File: src/rtl/control_pkg.sv
// Shared types and defaults for the interval-timing controller.
// Imported by the counter and the top-level FSM.
package control_pkg;

    localparam int unsigned TERM_COUNT_DEF = 8;

    typedef enum logic [1:0] {
        IDLE  = 2'd0,
        COUNT = 2'd1,
        DONE  = 2'd2
    } state_e;

    // Counter width able to hold 0..term
    function automatic int unsigned cnt_width(input int unsigned term);
        return (term < 1) ? 1 : $clog2(term + 1);
    endfunction

endpackage

File: src/rtl/control_counter.sv
// Interval counter: clears to zero, advances when enabled,
// and flags the last count of the interval (TERM_COUNT-1).
module control_counter
    import control_pkg::*;
#(
    parameter int unsigned TERM_COUNT = TERM_COUNT_DEF,
    localparam int unsigned CNT_WIDTH = cnt_width(TERM_COUNT)
) (
    input  logic clk,
    input  logic rst,
    input  logic clear_i,
    input  logic enable_i,
    output logic terminal_o
);

    localparam logic [CNT_WIDTH-1:0] LAST = CNT_WIDTH'(TERM_COUNT - 1);

    logic [CNT_WIDTH-1:0] cnt_q;
    logic [CNT_WIDTH-1:0] cnt_d;

    always_comb begin
        cnt_d = cnt_q;
        if (clear_i) begin
            cnt_d = '0;
        end else if (enable_i && (cnt_q != LAST)) begin
            cnt_d = cnt_q + CNT_WIDTH'(1);
        end
    end

    always_ff @(posedge clk or posedge rst) begin
        if (rst) begin
            cnt_q <= '0;
        end else begin
            cnt_q <= cnt_d;
        end
    end

    assign terminal_o = (cnt_q == LAST);

endmodule

File: src/rtl/control.sv
// Sequencing controller: times TERM_COUNT sampled-high cycles of
// `counting`, then emits a one-cycle registered `ready` pulse.
module control
    import control_pkg::*;
#(
    parameter int unsigned TERM_COUNT = TERM_COUNT_DEF
) (
    input  logic clk,
    input  logic rst,
    input  logic counting,
    output logic ready
);

    state_e state_q;
    state_e state_d;
    logic   ready_q;
    logic   ready_d;
    logic   cnt_clear;
    logic   cnt_enable;
    logic   cnt_terminal;

    control_counter #(
        .TERM_COUNT (TERM_COUNT)
    ) u_counter (
        .clk        (clk),
        .rst        (rst),
        .clear_i    (cnt_clear),
        .enable_i   (cnt_enable),
        .terminal_o (cnt_terminal)
    );

    always_comb begin
        state_d    = state_q;
        ready_d    = 1'b0;
        cnt_clear  = 1'b0;
        cnt_enable = 1'b0;
        case (state_q)
            IDLE: begin
                cnt_clear = 1'b1;
                if (counting) begin
                    state_d = COUNT;
                end
            end
            COUNT: begin
                // counting low pauses the interval; cnt is held
                if (counting) begin
                    if (cnt_terminal) begin
                        cnt_clear = 1'b1;
                        ready_d   = 1'b1;
                        state_d   = DONE;
                    end else begin
                        cnt_enable = 1'b1;
                    end
                end
            end
            DONE: begin
                cnt_clear = 1'b1;
                state_d   = IDLE;
            end
            default: begin
                cnt_clear = 1'b1;
                state_d   = IDLE;
            end
        endcase
    end

    always_ff @(posedge clk or posedge rst) begin
        if (rst) begin
            state_q <= IDLE;
            ready_q <= 1'b0;
        end else begin
            state_q <= state_d;
            ready_q <= ready_d;
        end
    end

    assign ready = ready_q;

endmodule

File: config.mk
export PLATFORM = sky130hd
export DESIGN_NAME = control
export DESIGN_NICKNAME = d
export VERILOG_FILES = /design/src/rtl/control_pkg.sv /design/src/rtl/control_counter.sv /design/src/rtl/control.sv
export SDC_FILE = /design/constraint.sdc
export NUM_CORES = 1
export LEC_CHECK = 0
export CAP_MARGIN = 30
export CORE_AREA = 2 2 39 41
export DETAILED_ROUTE_END_ITERATION = 10
export DIE_AREA = 0 0 41 43
export RECOVER_POWER = 100
export SLEW_MARGIN = 5
export SYNTH_ARGS = -nofsm -noshare
export SYNTH_HDL_FRONTEND = slang
export SYNTH_SLANG_ARGS = --single-unit
export TNS_END_PERCENT = 10
File: constraint.sdc
create_clock -name clk -period 1.95 [get_ports clk]
set_input_delay 0.39 -clock clk [delete_from_list [all_inputs] [get_ports clk]]
set_output_delay 0.39 -clock clk [all_outputs]
set_load 0.01 [all_outputs]
; ---- Word level (Yosys, flattened, before mapping)
; Index checks and enable logic that the tools add are counted.
; Widths: inputs -> output; s select.
[totals]
regBits = 7
n_memories = 0
output_inout_bits = 1
rom_bits = 0
in_bits = 3
wordCells = 27
latch_bits = 0
ramBits = 0
[classes]
bitwise = 0
n_shift = 0
addsub = 1
div_mod_pow = 0
multipliers = 0
n_lt_le_gt_ge = 0
muxes = 13
n_reduce_logical = 4
n_eq_ne = 6
[op_table]
columns = op, count
row1 = $mux 4, 2
row2 = $mux 1, 7
row3 = $mux 2, 3
row4 = $ne 2x2->1 const B, 3
row5 = $add 4x1->4 const B, 1
row6 = $eq 4x3->1 const B, 1
row7 = $ne 4x3->1 const B, 1
row8 = $pmux 2 s2, 1
row9 = $reduce_and 3->1, 1
row10 = $eq 2x1->1 const B, 1
row11 = $logic_not 2->1, 1
row12 = $reduce_bool 2->1, 1
row13 = $logic_and 1x1->1, 1

; ---- Logic depth before layout (Yosys ltp)
; Gate-level depths: netlist of run 1.
[logic_depth]
ltp_word = 7
mapped_depth = 4
mapped_depth_nobuf = 4

; ---- By module
; From an unflattened synthesis of run 1, not the netlist that was laid out.
[unflattened]
hier_cells = 32
hier_area_um2 = 349.1
[by_module_without_submodules]
columns = mod, cells_each, seq_area_each_um2, instances, area_each_um2
row1 = control_counter, 21, 100.1, 1, 215.2
row2 = control, 11, 75.1, 1, 133.9

; ---- Worst setup path before layout of run 1
; Ideal clock, no wire load.
[synth_path]
path_type = register to register
start = register u_counter.cnt_q[0]
end = register u_counter.cnt_q[0]
stages_incl_launch_ff = 5
setup_ns = 0.082
arrival_ns = 0.929
period_less_slack_ns = 1.011
required_time_ns = 1.868
setup_slack_ns = 0.939
n_path_buf = 0
cell_sequence = dfrtp_1 > ha_1 > nand4b_2 > nand2_2 > o22ai_1
[synth_via]
elab_chain_len = 6
elab_cells_between_ends = 13
cone_classes = add/sub (1) / eq/ne (2) / mux (8) / reduce/logical (2)
[synth_rtl]
columns = item, line_no
row1 = start: declaration, control_counter.sv:18  ; logic [CNT_WIDTH-1:0] cnt_q;
row2 = start signal: assignment, control_counter.sv:34  ; cnt_q <= cnt_d;
row3 = $eq 4x3->1, control_counter.sv:38  ; assign terminal_o = (cnt_q == LAST);
row4 = $mux 1, control.sv:47  ; if (cnt_terminal) begin
row5 = $mux 1, control.sv:46  ; if (counting) begin
row6 = $mux 1, control.sv:37  ; case (state_q)
row7 = $logic_and 1x1->1, control_counter.sv:25  ; end else if (enable_i && (cnt_q != LAST)) begin
row8 = $reduce_bool 2->1 (no source line), n/a
; Several ways; a longest one is shown, not always the timed one. The select of a mux whose other input is x is not followed.
; A chain may end at the register's enable or synchronous reset.

; ---- Worst setup path in the final report of run 1
[layout_path]
start = register ready_q, in the netlist ready
end = output port ready
[layout_lines]
columns = item, line_no
row1 = start: declaration, control.sv:16  ; logic ready_q;
row2 = start signal: assignment, control.sv:73  ; ready_q <= ready_d;
row3 = end: declaration, control.sv:11  ; output logic ready
; No word-level cell between the ends.

==> impl_metrics.json, run 1 <==
{
  "p_leak_nw": 0.193,
  "ctsResizeCount": 0,
  "postRouteAntennaNets": 0,
  "syn_inst": 29,
  "worstPathCellList": "dlygate4sd3_1",
  "synth-main-ff-cell": "dfrtp_1",
  "final.setup.tns_ns": 0,
  "critPathBufInv": 1,
  "yosysUniqueCellTypes": 14,
  "period_minus_slack_ns": 1.58,
  "cap_violations": 0,
  "worstSetupPathType": "reg -> out",
  "finalSetupViolations": 0,
  "reg2reg_slack_ns": 0.80,
  "cts_buffers": 3,
  "grt_pass1_vias": 210,
  "cp_slowest_cell": "dlygate4sd3_1",
  "grt_max_degree": 9,
  "synth-edff-count": 0,
  "cts_tree": "done",
  "synth_most_common_cell": "dfrtp_1",
  "initial_core_util": 0.227,
  "hold_viol_final": 0,
  "avgSynthCellArea_um2": 10.8,
  "status": "completed",
  "dieArea_um2": 1760,
  "critPathTopFamily": "buffers and inverters",
  "fin_nets": 41,
  "grt_pass1_wl_um": 924,
  "overflow": 0,
  "drt_wl_total_um": 506,
  "synth_area_um2": 314,
  "drc": 0,
  "dp.cells": 48,
  "cts_max_level": 1,
  "cpPeakStageDelay_ns": 0.59,
  "clkLatencyLatePin_ns": 0.25,
  "cts.path.max_buffers": 2,
  "die_height_um": 43,
  "coreArea_um2": 1380,
  "vias": 215,
  "rsz0062_at_grt": "false",
  "routedWlPerCell_um": 9.73,
  "drv_slew": 0,
  "first_iter_violations": 2,
  "synth_seq_cells": 7,
  "dp_hpwl_um": 365,
  "cts_root_buffer": "clkbuf_4",
  "final.period_utilization": 0.813,
  "port_buffers": 3,
  "antenna_found_initial": 0,
  "grt_usage": 0.0881,
  "critPathCaptureType": "output pin",
  "holdCritPathClass": "in -> async",
  "ys_async_sr_fraction": 1.00,
  "peakVddDrop_mv": 0.361,
  "worst_clock_skew_ns": 0.00909,
  "synth_top_area_frac": 0.558,
  "io_pins": 4,
  "clkTransAtPathRegs_ns": 0.05,
  "cts.sinks": 7,
  "synthTopCellsByCount": "dfrtp_1 (7), nand2b_1 (4), nand2_1 (3), nor2_1 (3)",
  "yosysWarnings": 0,
  "final_cells": 52,
  "via_per_inst": 4.13,
  "worst_slew_pin_slew_ns": 0.288,
  "rows": 14,
  "area_growth_pct": 23.5,
  "power_density_nw_per_um2": 1260,
  "synth_top_area_cell": "dfrtp_1",
  "drt_pre_antenna_iters": 2,
  "cp_max_fo": 1,
  "synth_seq_area_share": 0.558,
  "antennaDiodeCount": 0,
  "synth_fp_nets": 33,
  "cts_setup_buffers": 0,
  "place.gp.congestion": 0.698,
  "synthTopCellsByArea": "dfrtp_1 (56%), nand2b_1 (8.0%), xor2_1 (5.6%)",
  "drive_above_1_share": 0.139,
  "fp.dieW_um": 41,
  "cts_hold_buf": 0,
  "cp-start-kind": "flop",
  "max_freq_mhz": 631,
  "arrival_ns": 1.19,
  "critical_path_required_ns": 1.56,
  "maxSlewHeadroom": 0.807
}
metrics by stage:
step / worst slack [ns] / total power, W / utilization / instance area (µm²) / hold slack [ns]
6_report: 0.366 / 0.000487 / 0.280 / 388 / 0.496
5_1_grt: 0.314 / 0.000528 / 0.280 / 388 / 0.513
4_1_cts: 0.453 / 0.000501 / 0.282 / 390 / 0.370
3_5_place_dp: 0.373 / 0.000364 / 0.263 / 364 / 0.467
3_3_place_gp: 0.384 / 0.000360 / 0.263 / 364 / 0.451
2_1_floorplan: 0.939 / 0.000329 / - / 314 / 0.193
state kept, by name (all words and copies together) (netlist names):
| name | cells |
|---|---|
| u_counter.cnt_q | 4 |
| ready | 1 |
| state_q | 2 |
power by group:
group,internal (W),switching [W]
Clock,0.0000780,0.0000523
Sequential,0.000190,0.0000351
Combinational,0.0000612,0.0000699
worst paths after layout:
| path | startpoint | end | depth (start not counted) |
|---|---|---|---|
| setup / recovery | ready | ready | 1 |
| hold / removal | rst | ready | 2 |
| setup reg to reg | u_counter.cnt_q[0] | u_counter.cnt_q[0] | 4 |
| hold reg to reg | state_q[1] | state_q[0] | 1 |
| max in group asynchronous | rst | state_q[0] | 2 |
| min in group clk | state_q[1] | state_q[0] | 1 |
final cells by class:
cell class	count	area [µm²]
timing repair buffer	3	30.0
clock buffer	4	26.3
multi-input combinational	21	133
inverter	1	3.75
tap	16	20.0
fill	149	996
sequential	7	175
layer usage:
metal / up-vias / wire (µm) / GRT usage
met5: - / 0 / 0
met4: 0 / 11 / 0.0600
met2: 5 / 227 / 0.109
met3: 2 / 34 / 0.0785
li1: 109 / - / -
met1: 99 / 233 / 0.0924
kinds of logic after synthesis:
kind of cell / share of synthesized area
adder cells (fa/ha/maj): 0.0398
XOR/XNOR: 0.0558
buffers and inverters: 0.0119
AO/OA/AOI/OAI: 0.0558
flip-flops: 0.558
AND/OR/NAND/NOR: 0.279
cell usage in the layout, fill, tap and decap left out, drive strengths merged:
cell type	n
inv	1
dfrtp	7
o21ai	1
nor2b	1
nand4b	1
nand4	1
xor2	2
ha	1
nand2b	4
o22ai	2
nor2	4
nand2	4
dlygate4sd3	3
clkbuf	4
(Power assumes the default switching activity.)
==> run 2: changes to the inputs <==
==> constraint.sdc (replaced) <==
create_clock -name clk -period 1.3 [get_ports clk]
set_input_delay 0.26 -clock clk [delete_from_list [all_inputs] [get_ports clk]]
set_output_delay 0.26 -clock clk [all_outputs]
set_load 0.01 [all_outputs]
==> run 2 against run 1 <==
  * Register-to-register slack got worse by 0.63 ns
  * Global-route usage fell by 0.90 points
  * Clock power up 53%
  * First-iteration DRC count decreased by 100%
  * Via count up 0.47%
  * Sequential power is 52% higher
  * Sequential share of layout area fell by 1.5 points
  * Critical path type is now in -> reg
==> impl_metrics.json, run 2 (synthesis gave the netlist of run 1 again) <==
{
  "cp_slowest_cell": "dlygate4sd3_1",
  "rsz0062_at_grt": "false",
  "hold_viol_final": 0,
  "area_growth_pct": 27.9,
  "grt_max_degree": 8,
  "postRouteAntennaNets": 0,
  "arrival_ns": 1.30,
  "max_flop_register": "u_counter.cnt_q",
  "die_height_um": 43,
  "clkLatencyLatePin_ns": 0.25,
  "power_density_nw_per_um2": 1840,
  "cts.path.max_buffers": 2,
  "status": "completed",
  "cp-start-kind": "input port",
  "drt_pre_antenna_iters": 1,
  "critical_path_required_ns": 1.43,
  "worst_slew_pin_slew_ns": 0.257,
  "placed_area_um2": 379,
  "p_sw_frac": 0.326,
  "power_frac_clock": 0.269,
  "r2r_cells": 4,
  "cts_hold_buf": 0,
  "initial_core_util": 0.227,
  "dp.cells": 50,
  "place.gp.congestion": 0.720,
  "post-place-ws_ns": -0.0164,
  "final_cells": 54,
  "peakVddDrop_mv": 0.653,
  "fin_nets": 43,
  "p_int_w": 0.000498,
  "routedWlPerCell_um": 9.63,
  "antennaDiodeCount": 0,
  "dieArea_um2": 1760,
  "cts_tree": "done",
  "grt_pass1_wl_um": 862,
  "drive_above_1_share": 0.184,
  "first_iter_violations": 0,
  "cp_max_fo": 4,
  "cts_buffers": 3,
  "rows": 14,
  "drv_slew": 0,
  "p_sw_w": 0.000241,
  "io_pins": 4,
  "drt_wl_total_um": 520,
  "period_minus_slack_ns": 1.17,
  "mostFrequentLayoutCell": "dfrtp_1",
  "maxSlewHeadroom": 0.828,
  "pwr-share-comb": 0.267,
  "worstSetupPathType": "in -> reg",
  "largest_reg_flops": 4,
  "worst_slack_ns": 0.125,
  "cts.sinks": 7,
  "worst_clock_skew_ns": 0.00106,
  "cts_root_buffer": "clkbuf_4",
  "cap_violations": 0,
  "worstPathCellList": "dlygate4sd3_1, nand4b_2, nand2_1, o22ai_1",
  "fp.dieW_um": 41,
  "grt_pass1_vias": 223,
  "clkTransAtPathRegs_ns": 0.05,
  "critPathCaptureType": "flop",
  "grt_usage": 0.0790,
  "post-route-util": 0.290,
  "layout_common_cells": "dfrtp_1 (7), nand2b_1 (4), nand2_1 (4), clkbuf_4 (4), nor2_1 (3)",
  "cts_max_level": 1,
  "dp_hpwl_um": 392,
  "via_per_inst": 4.00,
  "finalSetupViolations": 0,
  "seqPwrFrac": 0.464,
  "port_buffers": 3,
  "p_leak_nw": 0.204,
  "antenna_found_initial": 0,
  "holdCritPathClass": "in -> async",
  "fin_total_pwr_w": 0.000739,
  "vias": 216,
  "max_freq_mhz": 851,
  "postLayoutCellArea_um2": 402,
  "overflow": 0,
  "drc": 0,
  "coreArea_um2": 1380,
  "cpPeakStageDelay_ns": 0.62,
  "final.period_utilization": 0.904
}
-- run 2: cell count changes in the layout (fill, tap and decap cells not counted) --
cell,change
dlygate4sd2_1,+1
dlygate4sd3_1,-1
buf_4,+1
clkbuf_4,+1
-- run 2: critical path: cells and delay by family --
| family | cells | cell delay (ns) |
|---|---|---|
| and+or+nand+nor | 2 | 0.31 |
| AOI/OAI and AO/OA | 1 | 0.11 |
| buffers and inverters | 1 | 0.62 |
-- run 2: cell type report --
cell class	count	area, µm²
fillers	151	982
flip-flops and latches	7	175
multi-input cells	21	133
repair buffers	5	43.8
clock buffers	4	26.3
well taps	16	20.0
inverters	1	3.75
-- run 2: final timing paths --
check,start,slack [ns],endpoint
worst min register to register,state_q[1],0.47,state_q[0]
worst max-delay path,counting,0.13,u_counter.cnt_q[0]
worst max register to register,u_counter.cnt_q[0],0.17,u_counter.cnt_q[0]
worst min-delay path,rst,0.37,ready
min in group clk,state_q[1],0.47,state_q[0]
max in group asynchronous,rst,0.72,u_counter.cnt_q[1]
-- run 2: per-stage QoR --
stage | TNS [ns] | hold WS (ns)
after global routing | 0 | 0.401
after floorplan | 0 | 0.0634
after global placement | -0.0234 | 0.454
final | 0 | 0.373
after detailed placement | -0.0165 | 0.461
after CTS | 0 | 0.247
-- run 2: metal layers --
layer | track usage | vias up | part of all wire
met5 | 0 | - | 0
met4 | 0.0600 | 0 | 0
met3 | 0.0471 | 0 | 0.052
met2 | 0.106 | 3 | 0.47
met1 | 0.0861 | 99 | 0.48
li1 | - | 114 | -
-- run 2: power groups by stage --
stage	combinational, W	sequential [W]	clock, W
6_report	0.000197	0.000343	0.000199
5_1_grt	0.000225	0.000348	0.000223
4_1_cts	0.000208	0.000340	0.000207
3_5_place_dp	0.000208	0.000343	0
3_3_place_gp	0.000204	0.000341	0
2_1_floorplan	0.000161	0.000332	0
-- run 2: timing repair --
item                       in CTS  in global routing
setup buffers                   0                  0
setup endpoints to repair       1                  0
gates resized for setup         1                  0
==> run 3: changes to the inputs <==
--- a/config.mk
+++ b/config.mk
@@ -6,9 +6,12 @@
 export NUM_CORES = 1
 export LEC_CHECK = 0
 export CAP_MARGIN = 30
+export CELL_PAD_IN_SITES_DETAIL_PLACEMENT = 0
+export CELL_PAD_IN_SITES_GLOBAL_PLACEMENT = 1
 export CORE_AREA = 2 2 39 41
 export DETAILED_ROUTE_END_ITERATION = 10
 export DIE_AREA = 0 0 41 43
+export PLACE_DENSITY_LB_ADDON = 0.1
 export RECOVER_POWER = 100
 export SLEW_MARGIN = 5
 export SYNTH_ARGS = -nofsm -noshare
==> run 3 against run 2 <==
  * Register-to-register slack hardly changed
  * Combinational power rose by 2%
  * Via count grew 4.6%
  * First-iteration DRC count increased by 1
  * Critical path type unchanged
==> impl_metrics.json, run 3 (synthesis gave the netlist of run 1 again) <==
{
  "power_density_nw_per_um2": 1830,
  "critPathBufInv": 1,
  "period_minus_slack_ns": 1.16,
  "status": "completed",
  "fp.dieW_um": 41,
  "overflow": 0,
  "first_iter_violations": 1,
  "via_per_inst": 4.19,
  "critPathCaptureType": "flop",
  "peakVddDrop_mv": 0.530,
  "maxSlewHeadroom": 0.812,
  "routedWlPerCell_um": 10.8,
  "critPathTopFamily": "buffers and inverters",
  "drt_wl_total_um": 581,
  "drc": 0,
  "drive_above_1_share": 0.184,
  "holdWs_ns": 0.382,
  "mostFrequentLayoutCell": "dfrtp_1",
  "grt_usage": 0.0942,
  "r2r_cells": 4,
  "dieArea_um2": 1760,
  "worstSetupPathType": "in -> reg",
  "dp_hpwl_um": 452,
  "port_buffers": 3,
  "cts_tree": "done",
  "drv_slew": 0,
  "cp_max_fo": 4,
  "grt_max_degree": 8,
  "largest_reg_flops": 4,
  "final.period_utilization": 0.891,
  "final.setup.tns_ns": 0,
  "layout_common_cells": "dfrtp_1 (7), nand2b_1 (4), nand2_1 (4), clkbuf_4 (4), nor2_1 (3)",
  "cp_slowest_cell": "dlygate4sd3_1",
  "placed_area_um2": 379,
  "cap_violations": 0,
  "holdCritPathClass": "in -> async",
  "grt_pass1_wl_mm": 1.06,
  "worst_slew_pin_slew_ns": 0.282,
  "vias": 226,
  "path_depth": 4,
  "cts_max_level": 1,
  "cts_buffers": 3,
  "area_growth_pct": 27.9,
  "cts.sinks": 7,
  "postLayoutCellArea_um2": 402,
  "max_freq_mhz": 864,
  "place.gp.congestion": 0.678,
  "die_height_um": 43,
  "cts_hold_buf": 0,
  "drt_pre_antenna_iters": 2,
  "clkTransAtPathRegs_ns": 0.05,
  "finalSetupViolations": 0,
  "antennaDiodeCount": 0,
  "worstPathCellList": "dlygate4sd3_1, nand4b_2, nand2_1, o22ai_1",
  "rows": 14,
  "p_leak_nw": 0.204,
  "hold_viol_final": 0,
  "cts.path.max_buffers": 2,
  "antenna_found_initial": 0,
  "rsz0062_at_grt": "false",
  "coreArea_um2": 1380,
  "cp-start-kind": "input port",
  "critical_path_required_ns": 1.42,
  "fin_nets": 43,
  "arrival_ns": 1.28,
  "fin_total_pwr_w": 0.000737,
  "initial_core_util": 0.227,
  "clkLatencyLatePin_ns": 0.25,
  "postRouteAntennaNets": 0,
  "cts_root_buffer": "clkbuf_4",
  "io_pins": 4,
  "worst_clock_skew_ns": 0.00323,
  "grt_pass1_vias": 245,
  "max_flop_register": "u_counter.cnt_q",
  "cpPeakStageDelay_ns": 0.60
}
run 3: where the power goes:
group / switching (W) / internal, W / leakage (nW)
logic: 0.000106 / 0.0000951 / 0.0991
clock network: 0.0000775 / 0.000117 / 0.0150
registers: 0.0000562 / 0.000286 / 0.0897
run 3: worst paths after layout:
kind                                          from                 end  slack (ns)
worst max register to register  u_counter.cnt_q[0]  u_counter.cnt_q[0]        0.18
worst max-delay path                      counting  u_counter.cnt_q[0]        0.14
min in group clk                        state_q[1]          state_q[0]        0.48
max in group asynchronous                      rst  u_counter.cnt_q[0]        0.70
worst min register to register          state_q[1]          state_q[0]        0.48
worst min-delay path                           rst               ready        0.38
run 3: layout make-up:
class	instances	area (µm²)
Multi-Input combinational cell	21	133
Sequential cell	7	175
Inverter	1	3.75
Fill cell	153	982
Timing Repair Buffer	5	43.8
Clock buffer	4	26.3
Tap cell	16	20.0
run 3: metal layers:
metal  GRT usage  share of wire  wire, µm
met3      0.0157          0.036        21
met5           0              0         0
met4      0.0800              0         0
met1       0.123           0.43       251
met2       0.128           0.53       307
run 3: timing repair:
| item | CTS | global route |
|---|---|---|
| endpoints found under the hold margin | 0 | 0 |
| buffers inserted | 0 | 0 |
| setup endpoints to repair | 1 | 0 |
| resized for setup | 1 | 0 |
run 3: metrics by stage:
stage / utilization / worst slack (ns) / cells
2_1_floorplan: - / 0.289 / 29
3_3_place_gp: 0.274 / -0.0142 / 50
3_5_place_dp: 0.274 / -0.00890 / 50
4_1_cts: 0.292 / 0.159 / 54
5_1_grt: 0.290 / 0.0809 / 54
6_report: 0.290 / 0.142 / 54
